[src/rtl/mem_port_arbiter_if.sv]
// Bundle of fetch, load/store and memory-port signals shared by the arbiter and its neighbours.
// The slave modport is the arbiter's view; the master modport is the view of the requesters and memory.
`default_nettype none

interface mem_port_arbiter_if;
  logic        i_req;
  logic [31:0] i_addr;
  logic        i_ack;
  logic [31:0] i_rdata;
  logic        d_req;
  logic        d_we;
  logic [31:0] d_addr;
  logic [31:0] d_wdata;
  logic        d_ack;
  logic [31:0] d_rdata;
  logic [31:0] m_addr;
  logic [31:0] m_wdata;
  logic        m_write;
  logic [31:0] m_rdata;

  modport slave (
    input  i_req, i_addr, d_req, d_we, d_addr, d_wdata, m_rdata,
    output i_ack, i_rdata, d_ack, d_rdata, m_addr, m_wdata, m_write
  );

  modport master (
    output i_req, i_addr, d_req, d_we, d_addr, d_wdata, m_rdata,
    input  i_ack, i_rdata, d_ack, d_rdata, m_addr, m_wdata, m_write
  );
endinterface

`default_nettype wire

[src/rtl/mem_port_arbiter.sv]
// +--------------------------------------------------------------------------+
// | mem_port_arbiter                                                         |
// | Shares one memory port between fetch and load/store with wait states.    |
// | Option: MEM_ARB_ROUND_ROBIN_EN (round-robin on contention, else data     |
// |         requester has fixed priority).                                   |
// | Revision: 1.0                                                            |
// +--------------------------------------------------------------------------+
`default_nettype none

module mem_port_arbiter #(
  parameter int WAIT_CYCLES = 1
) (
  input  logic                  clk,
  input  logic                  reset,
  mem_port_arbiter_if.slave     bus
);

  typedef enum logic [1:0] {
    IDLE   = 2'd0,
    ACCESS = 2'd1,
    DONE   = 2'd2
  } state_t;

  localparam logic [3:0] WAIT_INIT = 4'(WAIT_CYCLES);

`ifdef MEM_ARB_ROUND_ROBIN_EN
  localparam bit ROUND_ROBIN = 1'b1;
`else
  localparam bit ROUND_ROBIN = 1'b0;
`endif

  state_t      state;
  state_t      state_next;
  logic [3:0]  wait_cnt;
  logic        last_grant;
  logic        owner;
  logic        lat_we;
  logic [31:0] lat_addr;
  logic [31:0] lat_wdata;
  logic [31:0] i_rdata_q;
  logic [31:0] d_rdata_q;
  logic        any_req;
  logic        grant_data;
  logic        final_cycle;

  assign any_req     = bus.i_req | bus.d_req;
  assign final_cycle = (state == ACCESS) && (wait_cnt == 4'd0);

  // On contention, round-robin favours the side not served last; otherwise data always wins.
  always_comb begin
    grant_data = bus.d_req;
    if (bus.i_req && bus.d_req) begin
      grant_data = ROUND_ROBIN ? ~last_grant : 1'b1;
    end
  end

  always_ff @(posedge clk or posedge reset) begin
    if (reset) begin
      state      <= IDLE;
      wait_cnt   <= 4'd0;
      last_grant <= 1'b1;
      owner      <= 1'b0;
      lat_we     <= 1'b0;
      lat_addr   <= 32'd0;
      lat_wdata  <= 32'd0;
      i_rdata_q  <= 32'd0;
      d_rdata_q  <= 32'd0;
    end else begin
      state <= state_next;
      case (state)
        IDLE: begin
          if (any_req) begin
            owner      <= grant_data;
            last_grant <= grant_data;
            lat_addr   <= grant_data ? bus.d_addr : bus.i_addr;
            lat_wdata  <= grant_data ? bus.d_wdata : 32'd0;
            lat_we     <= grant_data & bus.d_we;
            wait_cnt   <= WAIT_INIT;
          end
        end
        ACCESS: begin
          if (wait_cnt != 4'd0) begin
            wait_cnt <= wait_cnt - 4'd1;
          end else if (!lat_we) begin
            if (owner) begin
              d_rdata_q <= bus.m_rdata;
            end else begin
              i_rdata_q <= bus.m_rdata;
            end
          end
        end
        default: begin
        end
      endcase
    end
  end

  always_comb begin
    state_next  = state;
    bus.m_addr  = 32'd0;
    bus.m_wdata = 32'd0;
    bus.m_write = 1'b0;
    bus.i_ack   = 1'b0;
    bus.d_ack   = 1'b0;
    case (state)
      IDLE: begin
        if (any_req) begin
          state_next = ACCESS;
        end
      end
      ACCESS: begin
        bus.m_addr  = lat_addr;
        bus.m_wdata = lat_wdata;
        bus.m_write = final_cycle & lat_we;
        if (final_cycle) begin
          state_next = DONE;
        end
      end
      DONE: begin
        bus.i_ack  = ~owner;
        bus.d_ack  = owner;
        state_next = IDLE;
      end
      default: begin
        state_next = IDLE;
      end
    endcase
  end

  assign bus.i_rdata = i_rdata_q;
  assign bus.d_rdata = d_rdata_q;

endmodule

`default_nettype wire

[src/flat_wrapper.sv]
// flat-port wrapper written by rule: the top's interface ports become plain ports
module mem_port_arbiter_flat 
#(
  parameter int WAIT_CYCLES = 1
)
  (clk, reset, bus_i_req, bus_i_addr, bus_d_req, bus_d_we, bus_d_addr, bus_d_wdata, bus_m_rdata, bus_i_ack, bus_i_rdata, bus_d_ack, bus_d_rdata, bus_m_addr, bus_m_wdata, bus_m_write);
  mem_port_arbiter_if bus_i ();
  input  logic clk;
  input  logic reset;
  input wire logic [$bits(bus_i.i_req)-1:0] bus_i_req;
  input wire logic [$bits(bus_i.i_addr)-1:0] bus_i_addr;
  input wire logic [$bits(bus_i.d_req)-1:0] bus_d_req;
  input wire logic [$bits(bus_i.d_we)-1:0] bus_d_we;
  input wire logic [$bits(bus_i.d_addr)-1:0] bus_d_addr;
  input wire logic [$bits(bus_i.d_wdata)-1:0] bus_d_wdata;
  input wire logic [$bits(bus_i.m_rdata)-1:0] bus_m_rdata;
  output wire logic [$bits(bus_i.i_ack)-1:0] bus_i_ack;
  output wire logic [$bits(bus_i.i_rdata)-1:0] bus_i_rdata;
  output wire logic [$bits(bus_i.d_ack)-1:0] bus_d_ack;
  output wire logic [$bits(bus_i.d_rdata)-1:0] bus_d_rdata;
  output wire logic [$bits(bus_i.m_addr)-1:0] bus_m_addr;
  output wire logic [$bits(bus_i.m_wdata)-1:0] bus_m_wdata;
  output wire logic [$bits(bus_i.m_write)-1:0] bus_m_write;
  assign bus_i.i_req = bus_i_req;
  assign bus_i.i_addr = bus_i_addr;
  assign bus_i.d_req = bus_d_req;
  assign bus_i.d_we = bus_d_we;
  assign bus_i.d_addr = bus_d_addr;
  assign bus_i.d_wdata = bus_d_wdata;
  assign bus_i.m_rdata = bus_m_rdata;
  assign bus_i_ack = bus_i.i_ack;
  assign bus_i_rdata = bus_i.i_rdata;
  assign bus_d_ack = bus_i.d_ack;
  assign bus_d_rdata = bus_i.d_rdata;
  assign bus_m_addr = bus_i.m_addr;
  assign bus_m_wdata = bus_i.m_wdata;
  assign bus_m_write = bus_i.m_write;
  mem_port_arbiter #(.WAIT_CYCLES(WAIT_CYCLES)) u_core (.clk(clk), .reset(reset), .bus(bus_i));
endmodule
[config.mk]
export PLATFORM = sky130hd
export DESIGN_NAME = mem_port_arbiter_flat
export DESIGN_NICKNAME = d
export VERILOG_FILES = /design/src/rtl/mem_port_arbiter_if.sv /design/src/rtl/mem_port_arbiter.sv /design/src/flat_wrapper.sv
export SDC_FILE = /design/constraint.sdc
export NUM_CORES = 1
export LEC_CHECK = 0
export CAP_MARGIN = 20
export CORE_ASPECT_RATIO = 1.2
export CORE_UTILIZATION = 35
export CTS_CLUSTER_SIZE = 16
export DETAILED_ROUTE_END_ITERATION = 7
export PLACE_DENSITY = 0.69
export SLEW_MARGIN = 20
export SYNTH_ARGS = -nofsm -noshare
export SYNTH_HDL_FRONTEND = slang
export SYNTH_SLANG_ARGS = --single-unit
[constraint.sdc]
create_clock -name clk -period 12.5 [get_ports clk]
set_input_delay 1.875 -clock clk [delete_from_list [all_inputs] [get_ports clk]]
set_output_delay 1.875 -clock clk [all_outputs]
set_load 0.005 [all_outputs]
# Yosys cells after proc, flatten, opt, wreduce, memory -nomap -nowiden
# Index checks and enable logic that the tools add are counted.
# Widths: inputs -> output; s select.
[totals] register_bits=136 in_bits=133 out_inout_bits=131
[op_classes] addsub=1 n_eq_ne=5 n_mux=14 bitwise=6 n_reduce_logical=11
[ops] operator="$mux 32" n=4
[ops] operator="$mux 4" n=2
[ops] operator="$pmux 4 s2" n=1
[ops] operator="$reduce_and 4->1" n=2
[ops] operator="$logic_not 4->1" n=1
[ops] operator="$mux 1" n=4
[ops] operator="$mux 2" n=2
[ops] operator="$ne 2x1->1 const B" n=2
[ops] operator="$pmux 2 s2" n=1
[ops] operator="$reduce_and 2->1" n=2
[ops] operator="$reduce_bool 4->1" n=1
[ops] operator="$sub 4x1->4 const B" n=1
[ops] operator="$not 1->1" n=3
[ops] operator="$reduce_and 3->1" n=1
[ops] operator="$and 1x1->1" n=2
[ops] operator="$eq 2x1->1 const B" n=1
[ops] operator="$eq 2x2->1 const B" n=1
[ops] operator="$logic_and 1x1->1" n=2
[ops] operator="$logic_not 2->1" n=1
[ops] operator="$ne 2x2->1 const B" n=1
[ops] operator="$reduce_bool 2->1" n=1
[ops] operator="$or 1x1->1" n=1

# Depth between registers and ports, before layout
[depth] ltp_word=4 depth_mapped=7 depth_no_buf=5

# Worst setup path before layout
# OpenSTA, ideal clock, no wires.
[synth_timing] path_type="flip-flop to output port" startpoint="register u_core.state[1]" endpoint="output bus_m_wdata[10]" arrival_time_ns=1.221 setup_slack_ns=9.404 path_stages_with_launch=5 path_cell_list="dfrtp_1 > nor2b_1 > clkbuf_1 > clkbuf_1 > and2_1"
[synth_between] elab_chain_cells=2
[synth_rtl] element="start, declared" line_no="mem_port_arbiter.sv:32" source="state_t state;"
[synth_rtl] element="start signal, assigned" line_no="mem_port_arbiter.sv:69" source="state <= state_next;"
[synth_rtl] element="$eq 2x1->1" line_no="mem_port_arbiter.sv:105" source="case (state)"
[synth_rtl] element="$mux 32" line_no="mem_port_arbiter.sv:105"
[synth_rtl] element="end, declared" line_no="flat_wrapper.sv:22" source="output wire logic [$bits(bus_i.m_wdata)-1:0] bus_m_wdata;"
# No other way between the ends.

# Worst setup path in the final report
[layout_timing] startpoint="register u_core.state[0]" endpoint="output bus_m_addr[2]"
[layout_between] elab_chain_cells=2
[layout_rtl] element="$eq 2x1->1" line_no="mem_port_arbiter.sv:105"
[layout_rtl] element="$mux 32" line_no="mem_port_arbiter.sv:105"
[layout_rtl] element="end, declared" line_no="flat_wrapper.sv:21" source="output wire logic [$bits(bus_i.m_addr)-1:0] bus_m_addr;"
# No other way between the ends.

==> summary.md <==
| Metric | Value |
|---|---|
| TritonCTS clock tree | yes |
| Critical Path Sink Type | primary output |
| Stages on worst setup path | 4 |
| Synthesized netlist net count | between 500 and 600 |
| Number of cells on the worst reg-to-reg path | 6 |
| Final Critical Period | between 4000 and 5000 ps |
| Final GP Congestion | between 0.7 and 0.8 |
| VDD IR max | between 0.1 and 0.15 mV |
| Antenna Diode Count | 0 |
| TritonCTS sink count | approximately 140 |
| Fillers | approximately 1400 |
| Hold Fails Final Rpt | 0 |
| Arrival time of data at the critical path endpoint | ~2200 ps |
| Clock-pin slew of the registers on the worst-case setup and hold paths | 60 ps |
| Unrepaired setup endpoints after global routing | false |
| Class of the most critical hold timing path | reg -> reg |
| Area growth from synthesis to layout | 57.41% |
| Cell count after synthesis | 465 |
| Die Footprint | 17670 um2 |
| CP peak stage delay | roughly 530 ps |
| Relative slew slack | a little under two fifths |
| H-tree lvl count | 4 |
| Maximum clock insertion buffer count | 2 |
| Fraction of the yosys area taken by sequential cells | a little under three fifths |
| Boundary Pins | about 260 |
| Routed Antenna Nets | 0 |
| Static Leakage | about 4 nW |
| Worst-path maximum fanout | 48 |
| Critical path class | reg -> out |
| Final period utilization | 32.77% |
| Worst setup path startpoint | u_core.state[0] |
| Yosys warns | 0 |
| Critical path endpoint | bus_m_addr[2] |
| Pins over their slew limit | 0 |
| Number of global-route vias before repair | roughly 5000 |
| Length of the first detailed-routing pass in iterations | 5 |
| Vias per std cell | ~5.0 |
| Overall fraction of global-route tracks in use | around a fifth |
| Max-cap violation count | 0 |
| Slew at the pin closest to its max-slew limit | 931.6 ps |
| Cell area after synthesis | ~6000 um2 |
| Top delay family on crit path | buffers and inverters |
| Run status | finished clean |
| Final setup violating endpoints | 0 |
| Sum of overflow across all layers after global routing | 0 |
| Final worst-path setup slack | around 8400 ps |
| Pin count of the biggest net entering global routing | 75 |
| Nets | about 850 |
| Startpoint kind of the worst setup timing path | flop |
| Via count | between 4000 and 5000 |
| CP max-delay cell | clkdlybuf4s50_1 |
| Per-cell routed wire length | between 15 and 20 um |
| Effective utilization at floorplan | a little over a third |
| Cell chosen for the clock root | clkbuf_16 |
| Final hold slack | 499.9 ps |
| Post-Synthesis Mean Instance Area | between 10 and 15 um2 |
| Buffers inserted by post-CTS timing repair | 0 |
| Initial antenna violation count | 0 |
| Endpoint of the lowest-slack register-to-register path | u_core.bus.i_rdata[14] |
| Detailed-placement wirelength estimate | roughly 11000 um |
| List of cells traversed by the critical path | nor2b_4 -> buf_12 -> and2_1 -> clkdlybuf4s50_1 |
| Clk Latency, worst-skew pair | 400 ps |
| Utilization of the core after routing | a little under three fifths |
| Worst-case clock skew | 8.222 ps |
| Standard-cell rows | 52 |
| Setup slack of the most critical reg-to-reg path | approximately 10000 ps |
| #FFs+latches synth | around 140 |
| Number of distinct library cells after synthesis | 32 |
| Wire length of the first global-routing pass | 25760 um |
| Final routed wirelength across all metal layers | 16350 um |
| Hold-fix buffers, CTS | 0 |
| Design Power | between 2 and 2.5 mW |
| Inserted Clock Buffers | 17 |
| Count of instances resized after the clock tree is built | 0 |
| Core Area | between 15000 and 20000 um2 |
| Worst setup timing slack at the placement stage | 8372 ps |
| Fraction of synthesized cell area taken by the top area cell type | around 57% |
| Power per Cell Area | 247.5 nW/um2 |
| Synth area leaders | dfrtp_1 57%, mux2_4 7.5%, and2_1 6.9% |
| Die extent in x | 121.5 um |
| Number of design rule violations left after detail routing | 0 |
| Vert. Die Dim | between 100 and 150 um |
| Buffer and inverter count on the worst path | 2 |
| Post-route setup TNS | 0 ps |
| Crit Reg-Reg Startpoint | u_core.wait_cnt[0] |
| Req. time, crit path | around 11000 ps |
| Share of layout cells above drive strength 1 | roughly 15% |
| Detailed Route Iter0 Violations | 252 |
| Most area-hungry cell type in the Yosys netlist | dfrtp_1 |
| Count of buffers from port buffering | ~260 |
| FMAX | ~240 MHz |
## state kept, by name, indices dropped and copies added (netlist names)
| signal | cells |
|---|---|
| u_core.lat_wdata | 32 |
| u_core.bus.i_rdata | 32 |
| u_core.lat_addr | 32 |
| u_core.bus.d_rdata | 32 |
| u_core.lat_we | 1 |
| u_core.wait_cnt | 4 |
| u_core.state | 2 |
| u_core.owner | 1 |
## per-layer routing
metal / vias to the layer above / share of wire [%] / GRT usage, %
met2: 216 / 48 / 31.79
li1: 2151 / - / -
met3: 12 / 7.7 / 5.133
met4: 0 / 0.88 / 4.198
met5: - / 0 / 0
met1: 2335 / 43 / 23.29
## through the flow
| stage | area, um2 | std cells |
|---|---|---|
| 2_1_floorplan | 5998 | 465 |
| 3_3_place_gp | 8761 | 912 |
| 3_5_place_dp | 8762 | 912 |
| 4_1_cts | 9389 | 944 |
| 5_1_grt | 9442 | 946 |
| 6_report | 9442 | 946 |
## layout make-up
cell class	instances	area (um2)	share of cell area, %
repair buffers	269	2705	28.65
well taps	216	270.3	2.862
inverters	3	16.27	0.1723
multi-input cells	290	2420	25.63
clock inverters	13	193.9	2.054
flip-flops and latches	136	3403	36.05
clock buffers	19	432.9	4.585
## logic make-up after synthesis
family	count (synthesis)	synth area share [%]
adder cells (fa/ha/maj)	1	0.2086
multiplexers	97	19.42
flip-flops	136	56.74
AND/OR/NAND/NOR	85	8.970
buffers and inverters	39	3.379
AO/OA/AOI/OAI	107	11.29
## cells in the final DEF (no fill, tap or decap), drive strengths merged, types with 2 or more instances in the layout
cell type,instances
nand2,3
clkinv,2
o21ai,67
clkbuf,19
nor3,2
a22o,33
nor3b,3
clkinvlp,4
buf,7
nor2,2
mux2,65
clkdlybuf4s50,262
mux2i,32
inv,6
dfrtp,136
and2,66
bufinv,4
o211ai,4
## synthesized netlist by cell type (all sizes together)
master and number:
mux2i 32, or2 1, mux2 65, nor2 2, nand3 1, nand2b 1
nor3 2, ha 1, a21o 1, or2b 1, buf 9, inv 3
clkbuf 27, nand2 3, a22o 33, or4b 1, and3b 1, nor4bb 1
and2 66, o211ai 4, dfrtp 136, nor2b 1, o21ai 67, nor3b 3
o22ai 1, nand3b 1, o221ai 1
## worst min-delay path by stage
stage / startpoint / end / slack [ps] / cells after the start
2_1_floorplan: u_core.lat_wdata[0] / u_core.lat_wdata[0] / 460 / 1
3_3_place_gp: u_core.lat_wdata[6] / u_core.lat_wdata[6] / 480 / 1
3_5_place_dp: u_core.lat_wdata[20] / u_core.lat_wdata[20] / 490 / 1
4_1_cts: u_core.lat_wdata[4] / u_core.lat_wdata[4] / 500 / 1
5_1_grt: u_core.bus.d_rdata[25] / u_core.bus.d_rdata[25] / 520 / 1
6_report: u_core.lat_wdata[4] / u_core.lat_wdata[4] / 500 / 1
## report_power, final
part / leakage [nW] / internal [mW] / switching (mW)
sequential: 1.65 / 0.655 / 0.121
combinational: 2.14 / 0.650 / 0.375
clock: 0.291 / 0.337 / 0.198
total: 4.08 / 1.64 / 0.695
(Power assumes the default switching activity.)
